## config.mk

```make
export PLATFORM = sky130hd
export DESIGN_NAME = branch_unit
export DESIGN_NICKNAME = d
export VERILOG_FILES = /design/src/rtl/branch_unit.sv
export SDC_FILE = /design/constraint.sdc
export NUM_CORES = 1
export LEC_CHECK = 0
export ABC_AREA = 1
export CORE_MARGIN = 1.5
export CORE_UTILIZATION = 63
export DETAILED_ROUTE_END_ITERATION = 10
export DONT_BUFFER_PORTS = 1
export PLACE_DENSITY_LB_ADDON = 0.05
export REMOVE_ABC_BUFFERS = 1
export SYNTH_ARGS = -nofsm -noshare
export SYNTH_HDL_FRONTEND = slang
export SYNTH_SLANG_ARGS = --single-unit
```

## constraint.sdc

```tcl
create_clock -name clk -period 7.15 [get_ports clk]
set_input_delay 1.43 -clock clk [delete_from_list [all_inputs] [get_ports clk]]
set_output_delay 1.43 -clock clk [all_outputs]
set_load 0.1 [all_outputs]
```

## src/rtl/branch_unit.sv

```systemverilog
// Execute-stage branch/jump resolution with a bimodal predictor table read by fetch.
// Optional statistics counters are enabled by defining BRANCH_UNIT_STATS_EN.
module branch_unit #(
    parameter int XLEN      = 32,
    parameter int BHT_DEPTH = 64,
    parameter int CTR_BITS  = 2
) (
    input  logic            clk,
    input  logic            rst,
    input  logic [XLEN-1:0] f_pc,
    output logic            f_pred_taken,
    input  logic            ex_valid,
    input  logic            ex_flush,
    input  logic [6:0]      ex_opcode,
    input  logic [2:0]      ex_funct3,
    input  logic [XLEN-1:0] ex_pc,
    input  logic [XLEN-1:0] ex_rs1,
    input  logic [XLEN-1:0] ex_rs2,
    input  logic [XLEN-1:0] ex_imm,
    input  logic            ex_pred_taken,
`ifdef BRANCH_UNIT_STATS_EN
    output logic [31:0]     stat_branches,
    output logic [31:0]     stat_mispred,
`endif
    output logic            br_valid,
    output logic            br_taken,
    output logic            br_redirect,
    output logic [XLEN-1:0] br_target,
    output logic            br_illegal
);

    localparam int IDX = $clog2(BHT_DEPTH);
    localparam logic [6:0] OP_BRANCH = 7'b1100011;
    localparam logic [6:0] OP_JAL    = 7'b1101111;
    localparam logic [6:0] OP_JALR   = 7'b1100111;
    localparam logic [CTR_BITS-1:0] CTR_INIT = CTR_BITS'((1 << (CTR_BITS - 1)) - 1);
    localparam logic [CTR_BITS-1:0] CTR_MAX  = {CTR_BITS{1'b1}};

    function automatic logic [CTR_BITS-1:0] ctr_next(input logic [CTR_BITS-1:0] ctr,
                                                     input logic up);
        logic [CTR_BITS-1:0] res;
        if (up) begin
            res = (ctr == CTR_MAX) ? ctr : ctr + CTR_BITS'(1);
        end else begin
            res = (ctr == {CTR_BITS{1'b0}}) ? ctr : ctr - CTR_BITS'(1);
        end
        return res;
    endfunction

    logic [CTR_BITS-1:0] bht_q [BHT_DEPTH];

    logic            valid_q, valid_d;
    logic            taken_q, taken_d;
    logic            redirect_q, redirect_d;
    logic            illegal_q, illegal_d;
    logic [XLEN-1:0] target_q, target_d;

    logic            act_s;
    logic            cond_s;
    logic            cond_legal_s;
    logic            bht_upd_s;
    logic [IDX-1:0]  f_idx_s;
    logic [IDX-1:0]  ex_idx_s;
    logic [XLEN-1:0] pc_plus4_s;
    logic [XLEN-1:0] pc_plus_imm_s;
    logic [XLEN-1:0] jalr_tgt_s;
    logic            unused_s;

    assign act_s         = ex_valid & ~ex_flush;
    assign f_idx_s       = f_pc[IDX+1:2];
    assign ex_idx_s      = ex_pc[IDX+1:2];
    assign pc_plus4_s    = ex_pc + XLEN'(4);
    assign pc_plus_imm_s = ex_pc + ex_imm;
    assign jalr_tgt_s    = (ex_rs1 + ex_imm) & ~XLEN'(1);
    assign unused_s      = ^{f_pc[XLEN-1:IDX+2], f_pc[1:0]};

    // Lookup reads the stored counter only; an update in this cycle is not forwarded.
    assign f_pred_taken  = bht_q[f_idx_s][CTR_BITS-1];

    // Branch condition evaluation from funct3.
    always_comb begin
        cond_s       = 1'b0;
        cond_legal_s = 1'b1;
        case (ex_funct3)
            3'b000:  cond_s = (ex_rs1 == ex_rs2);
            3'b001:  cond_s = (ex_rs1 != ex_rs2);
            3'b100:  cond_s = ($signed(ex_rs1) <  $signed(ex_rs2));
            3'b101:  cond_s = ($signed(ex_rs1) >= $signed(ex_rs2));
            3'b110:  cond_s = (ex_rs1 <  ex_rs2);
            3'b111:  cond_s = (ex_rs1 >= ex_rs2);
            default: cond_legal_s = 1'b0;
        endcase
    end

    // Result next-state and predictor update enable.
    always_comb begin
        valid_d    = 1'b0;
        taken_d    = 1'b0;
        redirect_d = 1'b0;
        illegal_d  = 1'b0;
        target_d   = target_q;
        bht_upd_s  = 1'b0;
        if (act_s) begin
            valid_d = 1'b1;
            case (ex_opcode)
                OP_JAL: begin
                    taken_d    = 1'b1;
                    redirect_d = 1'b1;
                    target_d   = pc_plus_imm_s;
                end
                OP_JALR: begin
                    taken_d    = 1'b1;
                    redirect_d = 1'b1;
                    target_d   = jalr_tgt_s;
                end
                OP_BRANCH: begin
                    if (cond_legal_s) begin
                        taken_d    = cond_s;
                        redirect_d = cond_s ^ ex_pred_taken;
                        target_d   = cond_s ? pc_plus_imm_s : pc_plus4_s;
                        bht_upd_s  = 1'b1;
                    end else begin
                        illegal_d  = 1'b1;
                        target_d   = pc_plus4_s;
                    end
                end
                default: begin
                    target_d = pc_plus4_s;
                end
            endcase
        end else begin
            target_d = target_q;
        end
    end

    // Registered resolution result.
    always_ff @(posedge clk or posedge rst) begin
        if (rst) begin
            valid_q    <= 1'b0;
            taken_q    <= 1'b0;
            redirect_q <= 1'b0;
            illegal_q  <= 1'b0;
            target_q   <= {XLEN{1'b0}};
        end else begin
            valid_q    <= valid_d;
            taken_q    <= taken_d;
            redirect_q <= redirect_d;
            illegal_q  <= illegal_d;
            target_q   <= target_d;
        end
    end

    // Predictor table: weakly not-taken after reset, trained by resolved branches.
    always_ff @(posedge clk or posedge rst) begin
        if (rst) begin
            for (int i = 0; i < BHT_DEPTH; i++) begin
                bht_q[i] <= CTR_INIT;
            end
        end else if (bht_upd_s) begin
            bht_q[ex_idx_s] <= ctr_next(bht_q[ex_idx_s], cond_s);
        end else begin
            bht_q[ex_idx_s] <= bht_q[ex_idx_s];
        end
    end

`ifdef BRANCH_UNIT_STATS_EN
    logic [31:0] stat_br_q;
    logic [31:0] stat_mp_q;

    // Conditional-branch and misprediction counters; jumps are excluded.
    always_ff @(posedge clk or posedge rst) begin
        if (rst) begin
            stat_br_q <= 32'd0;
            stat_mp_q <= 32'd0;
        end else if (bht_upd_s) begin
            stat_br_q <= stat_br_q + 32'd1;
            stat_mp_q <= stat_mp_q + {31'd0, redirect_d};
        end else begin
            stat_br_q <= stat_br_q;
            stat_mp_q <= stat_mp_q;
        end
    end

    assign stat_branches = stat_br_q;
    assign stat_mispred  = stat_mp_q;
`endif

    assign br_valid    = valid_q;
    assign br_taken    = taken_q;
    assign br_redirect = redirect_q;
    assign br_target   = target_q;
    assign br_illegal  = illegal_q;

endmodule

```

Word-level counts from Yosys, hierarchy flattened
Cells that the tools add are included.

Add/subtract/negate cells: 5. Equality and inequality tests: 11. Order comparisons: 7. Mux-type cells: 33. Reductions and logical operators: 5. Bitwise logic cells: 5.

Operators with widths (count): 128-bit bitwise mux (2); 128-bit 2-to-1 mux (1); 32-bit one-hot mux with 3 select lines (1); 32-bit adder (2); 32-bit greater-or-equal comparator (2); 32-bit < comparator (2); 32-bit 2-to-1 mux (2); 32-bit by 3-bit adder with 32-bit output, second input constant (1); 32-bit == test (1); 32-bit != test (1); 2-bit binary-select mux with 6-bit select (2); 7-bit == test, second input constant (3); 2-bit 2-to-1 mux (9); 7-bit greater-or-equal comparator, second input constant (2); 6-bit NOT with 7-bit output (2); 2-bit demux with 6-bit select (1); 3-bit == test, second input constant (4); 1-bit 2-to-1 mux (12); 7-bit by 1-bit < comparator with 1-bit output, second input constant (1); 1-bit one-hot mux with 6 select lines (1); 6-bit OR reduction (1); 1-bit one-hot mux with 2 select lines (2); 3-bit by 1-bit == test with 1-bit output, second input constant (1); 3-bit zero test (1); other kinds (9) (9).

Bits in registers: 164. Logic and storage cells: 135. Input port bits: 175.

Logic depth before layout (Yosys ltp)
Word-level depth: 10. Gate-level depth with buffers: 24. Gate-level depth less buffers: 23.

Least setup slack after synthesis
Ideal clock, no wire load.

Path kind: input to output. Start point: in f_pc[2]. End point: out f_pred_taken. Data arrival time: 4.498 ns. Stages on the path: 8. Setup slack: 1.222 ns. Path buffers: 1. Cells stage by stage: inv_1 -> clkbuf_1 -> nor2_1 -> o22ai_1 -> nor2_1 -> o22ai_1 -> nor2_1 -> o31ai_1.

Word-level cells in the longest chain between the ends: 4.

Ends and longest elaborated chain: start: declaration (line 10) `input logic [XLEN-1:0] f_pc,`; 6-bit NOT with 7-bit output (implied by the code) (line 78) `assign f_pred_taken = bht_q[f_idx_s][CTR_BITS-1];`; 2-bit binary-select mux with 6-bit select (line 78); 2-bit 2-to-1 mux (implied by the code) (2 in a row) (line 78); end: declaration (line 11) `output logic f_pred_taken,`.

Every way passes these cells. The select of a mux whose other input is x is not followed.

Final worst setup path
Ends and elaborated chain as after synthesis.

==> impl_metrics.ini <==
[route]
drt_iter0_drc = 1545
dr_total_vias = 16500
firstDrtPassIters = 6
drt_wl_total_um = 50300
post_drt_wl_per_cell_um = 17.5
via_per_inst = 5.74
ant_nets = 0
drc = 0

[worst_setup_path]
arrival_ns = 3.91
crit_fanout = 33
cp-start-kind = input pin
ff2ff_setup_slack_ns = 4.12
end_kind = primary output
required_ns = 5.72
crit_type = in2out

[global_route]
grt_use_total_pct = 39.4
overflow = 0
antenna_found_initial = 0
grt_pass1_vias = 16200
grt_pass1_wl_um = 80200
grt_max_degree = 78

[placement]
io_buffer_count = 0
hpwl_um = 36900
gp_congestion = 0.981

[synthesis]
ys.flop_type = dfrtp_1
yosys_warnings = 0
synth_area_leader_cell = nand2_1
syn_area_sq_mm = 0.0156
ys_seq_area_share_pct = 26.9
synth_edf_count = 0
ys_types = 52
yosys-top-cells-area = nand2_1, dfrtp_1, dfstp_2, inv_1, ha_1
synth_top_area_share_pct = 24.0
avgSynthCellArea_sq_um = 6.05
synth_cells = 2572
ys_ff_latch = 164
synthArstFlopShare_pct = 100

[clock_network]
h-tree-depth = 4
cts_resized = 0
clk_path_buf_depth = 2
cts-root-buf = clkbuf_16
clkSinkCount = 164
clk_pin_slew_ns = 0.06
clk_latency_ns = 0.44
cts_setup_buffers = 0
numCtsBuffers = 17
holdBufCountCts = 0
cts_tree = yes

[pwr]
swShare_pct = 37.3
combPwrFrac_pct = 20.8
p_switching_uw = 992
ir_drop_uv = 161
pwr_density_cell_mw_per_mm2 = 163
p_clk_share_pct = 35.3
leakage_nw = 8.77
intPower_mw = 1.66
p_seq_share_pct = 43.9

[sta]
rsz0062_at_grt = no
min_period_over_period_pct = 74.7
fmax_mhz = 187
fin_skew_ns = 0.0119
hold_viol_final = 0
relSlewSlack_pct = 20.1
setup_viol = 0
timing.final.crit_period_ns = 5.34
slew_viol_final = 0
fin_setup_tns_ns = 0
tightest_slew_ns = 1.19

[hold_path]
hp-class = reg2reg

[layout]
drive_gt1_share_pct = 6.27
nets = 2810
area_delta_synth_final_pct = 4.86
fin_util_pct = 67.3
antenna_cells = 0

[die]
die_w_um = 160
rows = 57
core_sq_mm = 0.0242
initial_utilization_pct = 64.2
die_h_um = 160
die_area_sq_mm = 0.0256
io_pins = 212

[job]
cap_viol_max_count = 0

[outcome]
status = complete, no violations
## registers in the layout (all words and copies together) (netlist names)
register,flops
br_illegal,1
br_target,32
br_redirect,1
br_taken,1
bht_q,128
br_valid,1
## placed cells by master (no fill, tap or decap), types with 19 or more instances in the layout
cell type	count
nand4_1	34
dfrtp_1	100
a221oi_1	19
a21oi_1	124
ha_1	94
clkinv_1	41
inv_1	336
nor2_1	262
xor2_1	33
dfstp_2	64
nand3_1	105
nor3_1	21
nand2_1	994
o21ai_0	109
## cell usage after synthesis, drive strengths merged, types with 4 or more instances
cell,count
xnor2,16
a31oi,5
nor2,268
xor2,33
o21bai,9
dfstp,64
nor4,6
o21a,4
a22oi,11
nand3,110
a21boi,5
nand4,34
dfrtp,100
clkbuf,28
o22ai,18
a21oi,124
or2,18
o21ai,114
inv,348
buf,38
nor3,24
clkinv,41
nand2,999
a21o,12
o211ai,7
a221oi,19
ha,94
## final timing paths
kind                       cells past startpoint  startpoint           end
max                                            7     f_pc[2]  f_pred_taken
min                                            2   bht_q[60]     bht_q[60]
max reg2reg                                   15   bht_q[31]    bht_q[107]
min reg2reg                                    2   bht_q[60]     bht_q[60]
max in group asynchronous                      2         rst     bht_q[13]
min in group asynchronous                      1         rst  br_target[8]
## routing by layer
layer / vias to the layer above / track usage (%) / share of wire, %
met4: 0 / 21.1 / 4.9
met5: - / 0 / 0
met2: 815 / 68.1 / 48
met3: 198 / 7.19 / 8.8
li1: 8047 / - / -
met1: 7447 / 46.4 / 38
## cell families (layout without fill, tap and decap cells)
logic type | after synthesis | in the layout | synth area share (%)
fa+ha+maj | 96 | 96 | 7.82
simple gates | 1466 | 1466 | 38.0
xor+xnor | 49 | 49 | 2.76
flops | 164 | 164 | 26.9
buf+inv | 455 | 435 | 11.8
compound gates | 342 | 342 | 12.7
## worst max-delay path: stages
cell and delay, ns:
inv_1 0.72, o21ai_0 0.17, o22ai_1 0.26, o21ai_0 0.12, o22ai_1 0.19, nor2_1 0.09, o31ai_4 0.91
## final cells by class
type,count,area (sq um)
multi-input combinational,1953,9560
fill,2206,7940
sequential,164,4180
inverter,389,1470
clock buffer,19,443
tap,324,405
clock inverter,13,149
timing repair buffer,14,105
## metrics by stage
step	cell area (sq um)	cells	total power, mW	hold slack (ns)	setup WS, ns
5_1_grt	16300	2876	2.76	0.476	1.65
3_3_place_gp	15700	2844	1.71	0.453	1.98
6_report	16300	2876	2.66	0.467	1.81
2_1_floorplan	15200	2506	1.58	0.446	1.08
4_1_cts	16300	2876	2.64	0.468	1.93
3_5_place_dp	15700	2844	1.72	0.458	1.94
## power groups by stage
stage / logic [mW] / clock network, mW / registers (mW)
2_1_floorplan: 0.409 / 0 / 1.17
3_3_place_gp: 0.531 / 0 / 1.18
3_5_place_dp: 0.540 / 0 / 1.18
4_1_cts: 0.543 / 0.934 / 1.17
5_1_grt: 0.620 / 0.970 / 1.17
6_report: 0.552 / 0.937 / 1.17
Power figures use the tool's default switching activity.
